==> config.mk <==
export PLATFORM = sky130hd
export DESIGN_NAME = dpmem_rr_arbiter
export DESIGN_NICKNAME = d
export VERILOG_FILES = /design/src/rtl/dpmem_rr_arbiter.sv
export SDC_FILE = /design/constraint.sdc
export NUM_CORES = 1
export LEC_CHECK = 0
export ABC_AREA = 0
export CAP_MARGIN = 10
export CORE_AREA = 10 10 106 108
export CTS_BUF_LIST = sky130_fd_sc_hd__clkbuf_16
export CTS_CLUSTER_DIAMETER = 100
export CTS_CLUSTER_SIZE = 12
export DETAILED_ROUTE_END_ITERATION = 10
export DIE_AREA = 0 0 116 118
export GPL_TIMING_DRIVEN = 0
export PLACE_DENSITY_LB_ADDON = 0.25
export SLEW_MARGIN = 20
export SYNTH_ARGS = -nofsm -noshare
export SYNTH_HDL_FRONTEND = slang
export SYNTH_SLANG_ARGS = --single-unit
==> constraint.sdc <==
create_clock -name clk -period 4.4 [get_ports clk]
set_clock_uncertainty 0.1 [all_clocks]
set_input_delay 0.44 -clock clk [delete_from_list [all_inputs] [get_ports clk]]
set_output_delay 0.44 -clock clk [all_outputs]
set_load 0.02 [all_outputs]
==> src/rtl/dpmem_rr_arbiter.sv <==
// Round-robin arbiter that multiplexes NREQ requesters onto one synchronous memory port
// and routes each read's return data back to the requester that issued it.
module dpmem_rr_arbiter #(
    parameter int DEPTH  = 10,
    parameter int WIDTH  = 32,
    parameter int NREQ   = 4,
    parameter int OUTREG = 1
) (
    input  logic                   clk,
    input  logic                   srst,
    input  logic [NREQ-1:0]        req_valid,
    output logic [NREQ-1:0]        req_ready,
    input  logic [NREQ-1:0]        req_we,
    input  logic [NREQ*DEPTH-1:0]  req_addr,
    input  logic [NREQ*WIDTH-1:0]  req_wdata,
    output logic [NREQ-1:0]        rsp_valid,
    output logic [WIDTH-1:0]       rsp_data,
    output logic                   mem_en,
    output logic                   mem_we,
    output logic [DEPTH-1:0]       mem_addr,
    output logic [WIDTH-1:0]       mem_di,
    input  logic [WIDTH-1:0]       mem_do
);

    localparam int              LAT    = 1 + OUTREG;
    localparam int              IDW    = (NREQ > 1) ? $clog2(NREQ) : 1;
    localparam logic [IDW:0]    NREQ_W = (IDW + 1)'(NREQ);
    localparam logic [IDW-1:0]  LAST   = IDW'(NREQ - 1);

    logic [IDW-1:0] ptr_q, ptr_d;
    logic           gnt_found;
    logic [IDW-1:0] gnt_id;
    logic [IDW:0]   cand;
    logic           rd_acc;

    logic [LAT-1:0] vld_q, vld_d;
    logic [IDW-1:0] id_q [LAT];

    // Search starts at the pointer and wraps; the extra bit in cand absorbs ptr+j before the wrap.
    always_comb begin
        gnt_found = 1'b0;
        gnt_id    = '0;
        cand      = '0;
        for (int j = 0; j < NREQ; j++) begin
            cand = {1'b0, ptr_q} + (IDW + 1)'(j);
            if (cand >= NREQ_W) begin
                cand = cand - NREQ_W;
            end
            if (!gnt_found && req_valid[cand[IDW-1:0]]) begin
                gnt_found = 1'b1;
                gnt_id    = cand[IDW-1:0];
            end
        end
        if (srst) begin
            gnt_found = 1'b0;
        end
    end

    always_comb begin
        ptr_d = ptr_q;
        if (gnt_found) begin
            ptr_d = (gnt_id == LAST) ? '0 : gnt_id + IDW'(1);
        end
    end

    assign req_ready = gnt_found ? (NREQ'(1) << gnt_id) : '0;

    always_comb begin
        mem_we   = 1'b0;
        mem_addr = '0;
        mem_di   = '0;
        if (gnt_found) begin
            mem_we   = req_we[gnt_id];
            mem_addr = req_addr[int'(gnt_id) * DEPTH +: DEPTH];
            mem_di   = req_wdata[int'(gnt_id) * WIDTH +: WIDTH];
        end
    end

    // The memory output pipeline only advances while enabled, so enable is tied high outside reset.
    assign mem_en = ~srst;
    assign rd_acc = gnt_found & ~req_we[gnt_id];

    always_comb begin
        vld_d    = '0;
        vld_d[0] = rd_acc;
        for (int s = 1; s < LAT; s++) begin
            vld_d[s] = vld_q[s-1];
        end
    end

    always_ff @(posedge clk) begin
        if (srst) begin
            ptr_q <= '0;
            vld_q <= '0;
        end else begin
            ptr_q <= ptr_d;
            vld_q <= vld_d;
        end
    end

    // Requester ids need no reset: they are only observed alongside a set valid bit.
    always_ff @(posedge clk) begin
        id_q[0] <= gnt_id;
        for (int s = 1; s < LAT; s++) begin
            id_q[s] <= id_q[s-1];
        end
    end

    assign rsp_valid = (vld_q[LAT-1] && !srst) ? (NREQ'(1) << id_q[LAT-1]) : '0;
    assign rsp_data  = mem_do;

endmodule

==> results.yml, run 1 <==
layout:
  fin_util: 0.524
  final_cell_count_no_fill: 600
  post_route_cells_drive_above_1_share: 0.127
  antenna-diode-count: 0
  finish.net_count: 705
  layout.filler_cells: 864
  finalInstanceArea_mm2: 0.00477
  area_growth_pct: 145
pwr:
  leakage_nw: 1.91
  p_per_cell_area_mw_per_mm2: 224
  p_total_mw: 1.07
  ir_drop_uv: 89.5
place:
  gpl.final_weighted_congestion: 0.748
  dpl-instance-area_mm2: 0.00470
  port_buffers: 261
  dp_cells: 597
  dpl.hpwl_um: 11400
  dp_worst_setup_slack_ps: 752
timing:
  timing_max_transition_violations_final: 0
  unrepaired_setup_endpoints_after_global_routing: "no"
  slew_headroom: 0.721
  final.setup.worst_slack_ps: 783
  worst-slew-pin-transition_ps: 415
  hold_viol: 0
  setup_violations: 0
  final_period_minus_worst_setup_slack_ps: 3620
  setup_total_negative_slack_ps: 0
  layout_worst_path_cycle_share: 0.822
  timing.hold.ws_ps: 222
  maxClockFrequency_mhz: 276
clock_tree:
  clkSinkCount: 8
  cts.repair.resized: 0
  post_cts_hold_buffer_count: 0
  cts_inserted_buffers: 3
  worst_setup_hold_path_clk_slew_ps: 40
  htree_num_levels: 1
  root_buffer: "clkbuf_16"
  tritoncts: "yes"
  clock_path_buffers: 2
  post_cts_buffers: 0
  worstSkewPairLatency_ps: 230
synth:
  synth_area_leaders: "mux2i_1 (45%), o22ai_1 (14%), buf_4 (13%)"
  netlist_instances: 225
  synth_top_area_cell: "mux2i_1"
  yosysWarnings: 0
  synth.yosys.seq_area_share: 0.0823
  synth_nets: 439
  synth_area_mm2: 0.00195
  syn_avg_cell_area_um2: 8.65
  synthDistinctLibCells: 28
  synth_seq_cells: 8
  yosys.area.top_type_share: 0.452
floorplanning:
  io_pins: 294
  initial_utilization: 0.214
  core_area_mm2: 0.00911
  row_count: 35
  die_h_um: 118
  fp.dieW_um: 116
  floorplan.die_area_mm2: 0.0137
critical_path:
  timing_worst_setup_path_type: "in -> out"
  cp_data_required_time_ps: 3860
  worst_r2r_startpoint: "ptr_q[1]"
  endpoint_kind: "primary output"
  critPathLaunch: "req_valid[3]"
  crit_fanout: 10
  worst_setup_path_start_kind: "primary input"
  critical_path_arrival_ps: 3080
routing:
  first_iter_violations: 80
  route.detailed.vias_per_inst: 4.55
  drtPass1Iterations: 4
  ant_nets: 0
  routed_wl_um: 12800
  drc: 0
  post_drt_wl_per_cell_um: 21.4
  dr_total_vias: 2728
grt:
  globalRoute.totalOverflow: 0
  grt_pass1_wl_um: 18500
  grt_pass1_vias: 3051
  pin_count_of_the_biggest_net_entering_global_routing: 13
  antenna_found_initial: 0
  globalRouteTotalUtil: 0.174
hold_path:
  worstHoldStart: "id_q[0][1]"
  hold_path.class: "reg -> reg"
outcome:
  run_status: "completed"
run:
  max_cap_viol_count: 0
layout make-up:
class / count / area [µm²] / area share
Timing Repair Buffer: 261 / 2610 / 0.547
Inverter: 5 / 18.8 / 0.00393
Sequential cell: 8 / 160 / 0.0336
Multi-Input combinational cell: 162 / 1420 / 0.298
Clock buffer: 3 / 75.1 / 0.0157
Buffer: 50 / 345 / 0.0723
Tap cell: 111 / 139 / 0.0291
critical path, stage by stage:
cell and delay, ps:
clkdlybuf4s50_1 520, inv_1 80, and3_1 210, nor3_4 290, nand2_1 300, buf_2 290, o22ai_1 270, clkdlybuf4s50_1 670
registers in the layout, indices dropped and copies added, names as in the netlist:
name   cells
vld_q      2
ptr_q      2
id_q       4
metal layers:
layer	routed length [µm]	part of all wire	GRT usage
met5	0	0	0
met4	116	0.0090	0.0243
met1	4330	0.34	0.168
met3	1340	0.10	0.0739
met2	7050	0.55	0.335
logic make-up after synthesis:
| group | after synthesis | synth area share |
|---|---|---|
| flip-flops | 8 | 0.0823 |
| multiplexers | 90 | 0.466 |
| AND/OR/NAND/NOR | 18 | 0.0662 |
| adder cells (fa/ha/maj) | 4 | 0.0257 |
| AO/OA/AOI/OAI | 50 | 0.173 |
| buffers and inverters | 55 | 0.187 |
report_power, final:
group | switching, mW | internal (mW) | total, mW
logic | 0.372 | 0.454 | 0.826
clock network | 0.0323 | 0.117 | 0.149
registers | 0.00847 | 0.0856 | 0.0941
synthesized netlist by cell type, drive strengths merged:
cell,count
inv,5
o2bb2a,1
mux2i,88
nor3,1
buf,50
and3,1
mux2,2
nor2,3
nand2b,1
nor4,1
a211oi,1
nor4b,1
nor4bb,2
o22ai,44
nand2,2
dfxtp,8
nor2b,1
a21oi,3
ha,4
and4,1
and2,4
o21ai,1
cell usage in the layout (no fill, tap or decap), drive strengths merged, types with 2 or more instances in the layout:
master	instances
mux2i	88
inv	5
buf	50
mux2	2
nor4bb	2
dfxtp	8
nor2	3
o22ai	44
clkbuf	3
clkdlybuf4s50	261
and2	4
ha	4
a21oi	3
nand2	2
worst paths after layout:
path	cells past startpoint	slack (ps)	to
hold / removal	0	220	id_q[0][3]
hold reg to reg	0	220	id_q[0][3]
setup / recovery	8	780	mem_di[1]
setup reg to reg	8	2440	ptr_q[1]
(Power assumes the default switching activity.)
==> run 2: changes to the inputs <==
--- a/config.mk
+++ b/config.mk
@@ -7,12 +7,12 @@
 export LEC_CHECK = 0
 export ABC_AREA = 0
 export CAP_MARGIN = 10
-export CORE_AREA = 10 10 106 108
+export CORE_MARGIN = 10
+export CORE_UTILIZATION = 21
 export CTS_BUF_LIST = sky130_fd_sc_hd__clkbuf_16
 export CTS_CLUSTER_DIAMETER = 100
 export CTS_CLUSTER_SIZE = 12
 export DETAILED_ROUTE_END_ITERATION = 10
-export DIE_AREA = 0 0 116 118
 export GPL_TIMING_DRIVEN = 0
 export PLACE_DENSITY_LB_ADDON = 0.25
 export SLEW_MARGIN = 20
==> constraint.sdc (replaced) <==
create_clock -name clk -period 3.1 [get_ports clk]
set_clock_uncertainty 0.1 [all_clocks]
set_input_delay 0.31 -clock clk [delete_from_list [all_inputs] [get_ports clk]]
set_output_delay 0.31 -clock clk [all_outputs]
set_load 0.02 [all_outputs]
==> results.yml, run 2 (synthesized netlist as in run 1, its figures left out) <==
outcome:
  run_status: "completed"
timing:
  final_period_minus_worst_setup_slack_ps: 2960
  slew_headroom: 0.765
  timing_max_transition_violations_final: 0
  setup_violations: 0
  maxClockFrequency_mhz: 338
  unrepaired_setup_endpoints_after_global_routing: "no"
  layout_worst_path_cycle_share: 0.953
  hold_viol: 0
  worst-slew-pin-transition_ps: 351
floorplanning:
  io_pins: 294
  fp.dieW_um: 116
  initial_utilization: 0.213
  die_h_um: 116
  core_area_mm2: 0.00915
  floorplan.die_area_mm2: 0.0135
  row_count: 35
routing:
  route.detailed.vias_per_inst: 4.57
  post_drt_wl_per_cell_um: 21.4
  first_iter_violations: 81
  dr_total_vias: 2753
  routed_wl_um: 12900
  ant_nets: 0
  drc: 0
  drtPass1Iterations: 4
grt:
  globalRoute.totalOverflow: 0
  grt_pass1_vias: 3020
  pin_count_of_the_biggest_net_entering_global_routing: 13
  globalRouteTotalUtil: 0.170
  antenna_found_initial: 0
  grt_pass1_wl_um: 17800
layout:
  post_route_cells_drive_above_1_share: 0.138
  mostFrequentLayoutCells: "clkdlybuf4s50_1 (218), mux2i_1 (88), o22ai_1 (43)"
  largest_register_by_flop_count: "id_q"
  layout.filler_cells: 855
  largest_register_ff_count: 4
  area_growth_pct: 149
  finish.net_count: 708
  finalInstanceArea_mm2: 0.00485
  layout.cells.most_common: "clkdlybuf4s50_1"
  reg_top3: "id_q x4, ptr_q x2, vld_q x2"
  antenna-diode-count: 0
clock_tree:
  clock_path_buffers: 2
  worst_setup_hold_path_clk_slew_ps: 40
  post_cts_hold_buffer_count: 0
  root_buffer: "clkbuf_16"
  tritoncts: "yes"
  worstSkewPairLatency_ps: 230
  htree_num_levels: 1
  cts_inserted_buffers: 3
  clkSinkCount: 8
critical_path:
  cp_data_required_time_ps: 2690
  worst_setup_path_start_kind: "primary input"
  critical_path_arrival_ps: 2550
  critPathLaunch: "req_valid[3]"
  endpoint_kind: "primary output"
  timing_worst_setup_path_type: "in -> out"
  worst_r2r_startpoint: "ptr_q[1]"
  crit_fanout: 4
pwr:
  p_total_mw: 1.50
  leakage_nw: 2.25
  swShare: 0.397
  p_per_cell_area_mw_per_mm2: 309
  clock_power_share: 0.143
  share_seq_of_total_power: 0.090
  ir_drop_uv: 139
  p_switching_mw: 0.594
  int_pwr_mw: 0.903
  combinational_share_of_power: 0.767
place:
  dpl-instance-area_mm2: 0.00470
  dpl.hpwl_um: 11500
  port_buffers: 261
  gpl.final_weighted_congestion: 0.814
run:
  max_cap_viol_count: 0
hold_path:
  hold_path.class: "reg -> reg"
  worstHoldStart: "id_q[0][0]"
[run 2: cell count changes in the layout (fill, tap and decap cells not counted), sizes merged]
cell | before | now
dlymetal6s2s | 0 | 14
clkdlybuf4s50 | 261 | 218
dlygate4sd2 | 0 | 29
clkbuf | 3 | 11
buf | 50 | 45
[run 2: final cells by class]
| type | instances | area (µm²) | share of cell area |
|---|---|---|---|
| well taps | 111 | 139 | 0.0287 |
| plain buffers | 50 | 372 | 0.0767 |
| clock buffers | 3 | 75.1 | 0.0155 |
| repair buffers | 264 | 2630 | 0.543 |
| flip-flops and latches | 8 | 160 | 0.0330 |
| inverters | 5 | 18.8 | 0.00387 |
| multi-input cells | 162 | 1450 | 0.299 |
[run 2: metal layers]
layer | wire, µm | vias up | track usage
li1 | - | 1358 | -
met3 | 1270 | 6 | 0.0709
met1 | 4250 | 1273 | 0.172
met5 | 0 | - | 0
met2 | 7310 | 116 | 0.327
met4 | 58 | 0 | 0.0142
[run 2: path summary, 6_finish.rpt]
path	end	slack, ps	depth (start not counted)
worst min-delay path	id_q[0][2]	220	0
worst max register to register	ptr_q[1]	1270	7
worst max-delay path	req_ready[2]	140	9
worst min register to register	id_q[0][2]	220	0
[run 2: worst max-delay path, cell delays in order]
cell and delay [ps]:
clkdlybuf4s50_1 550, inv_1 90, and3_1 210, nor3_4 310, buf_4 170, inv_2 50, ha_1 190, and2_1 130
clkdlybuf4s50_1 540
[run 2: power by group through the flow]
stage	registers, mW	clock network, mW	logic, mW
2_1_floorplan	0.132	0	0.607
5_1_grt	0.138	0.224	1.22
3_3_place_gp	0.134	0	1.17
3_5_place_dp	0.136	0	1.18
4_1_cts	0.134	0.217	1.15
6_report	0.135	0.215	1.15
[run 2: through the flow]
step | TNS [ps] | utilization | hold slack, ps | setup WS, ps | instances
finish | 0 | 0.530 | 222 | 145 | 603
global route | 0 | 0.530 | 241 | 39.4 | 603
CTS | 0 | 0.521 | 225 | 16.9 | 602
detailed placement | -6720 | 0.513 | 216 | -216 | 597
global placement | -4930 | 0.513 | 218 | -161 | 597
floorplan | 0 | - | 210 | 977 | 225
[run 2: timing repair]
item                                    CTS  global route
buffers inserted                          2             1
endpoints found under the setup margin   42            13
gates resized for setup                  33            26
pin swaps                                 1             1
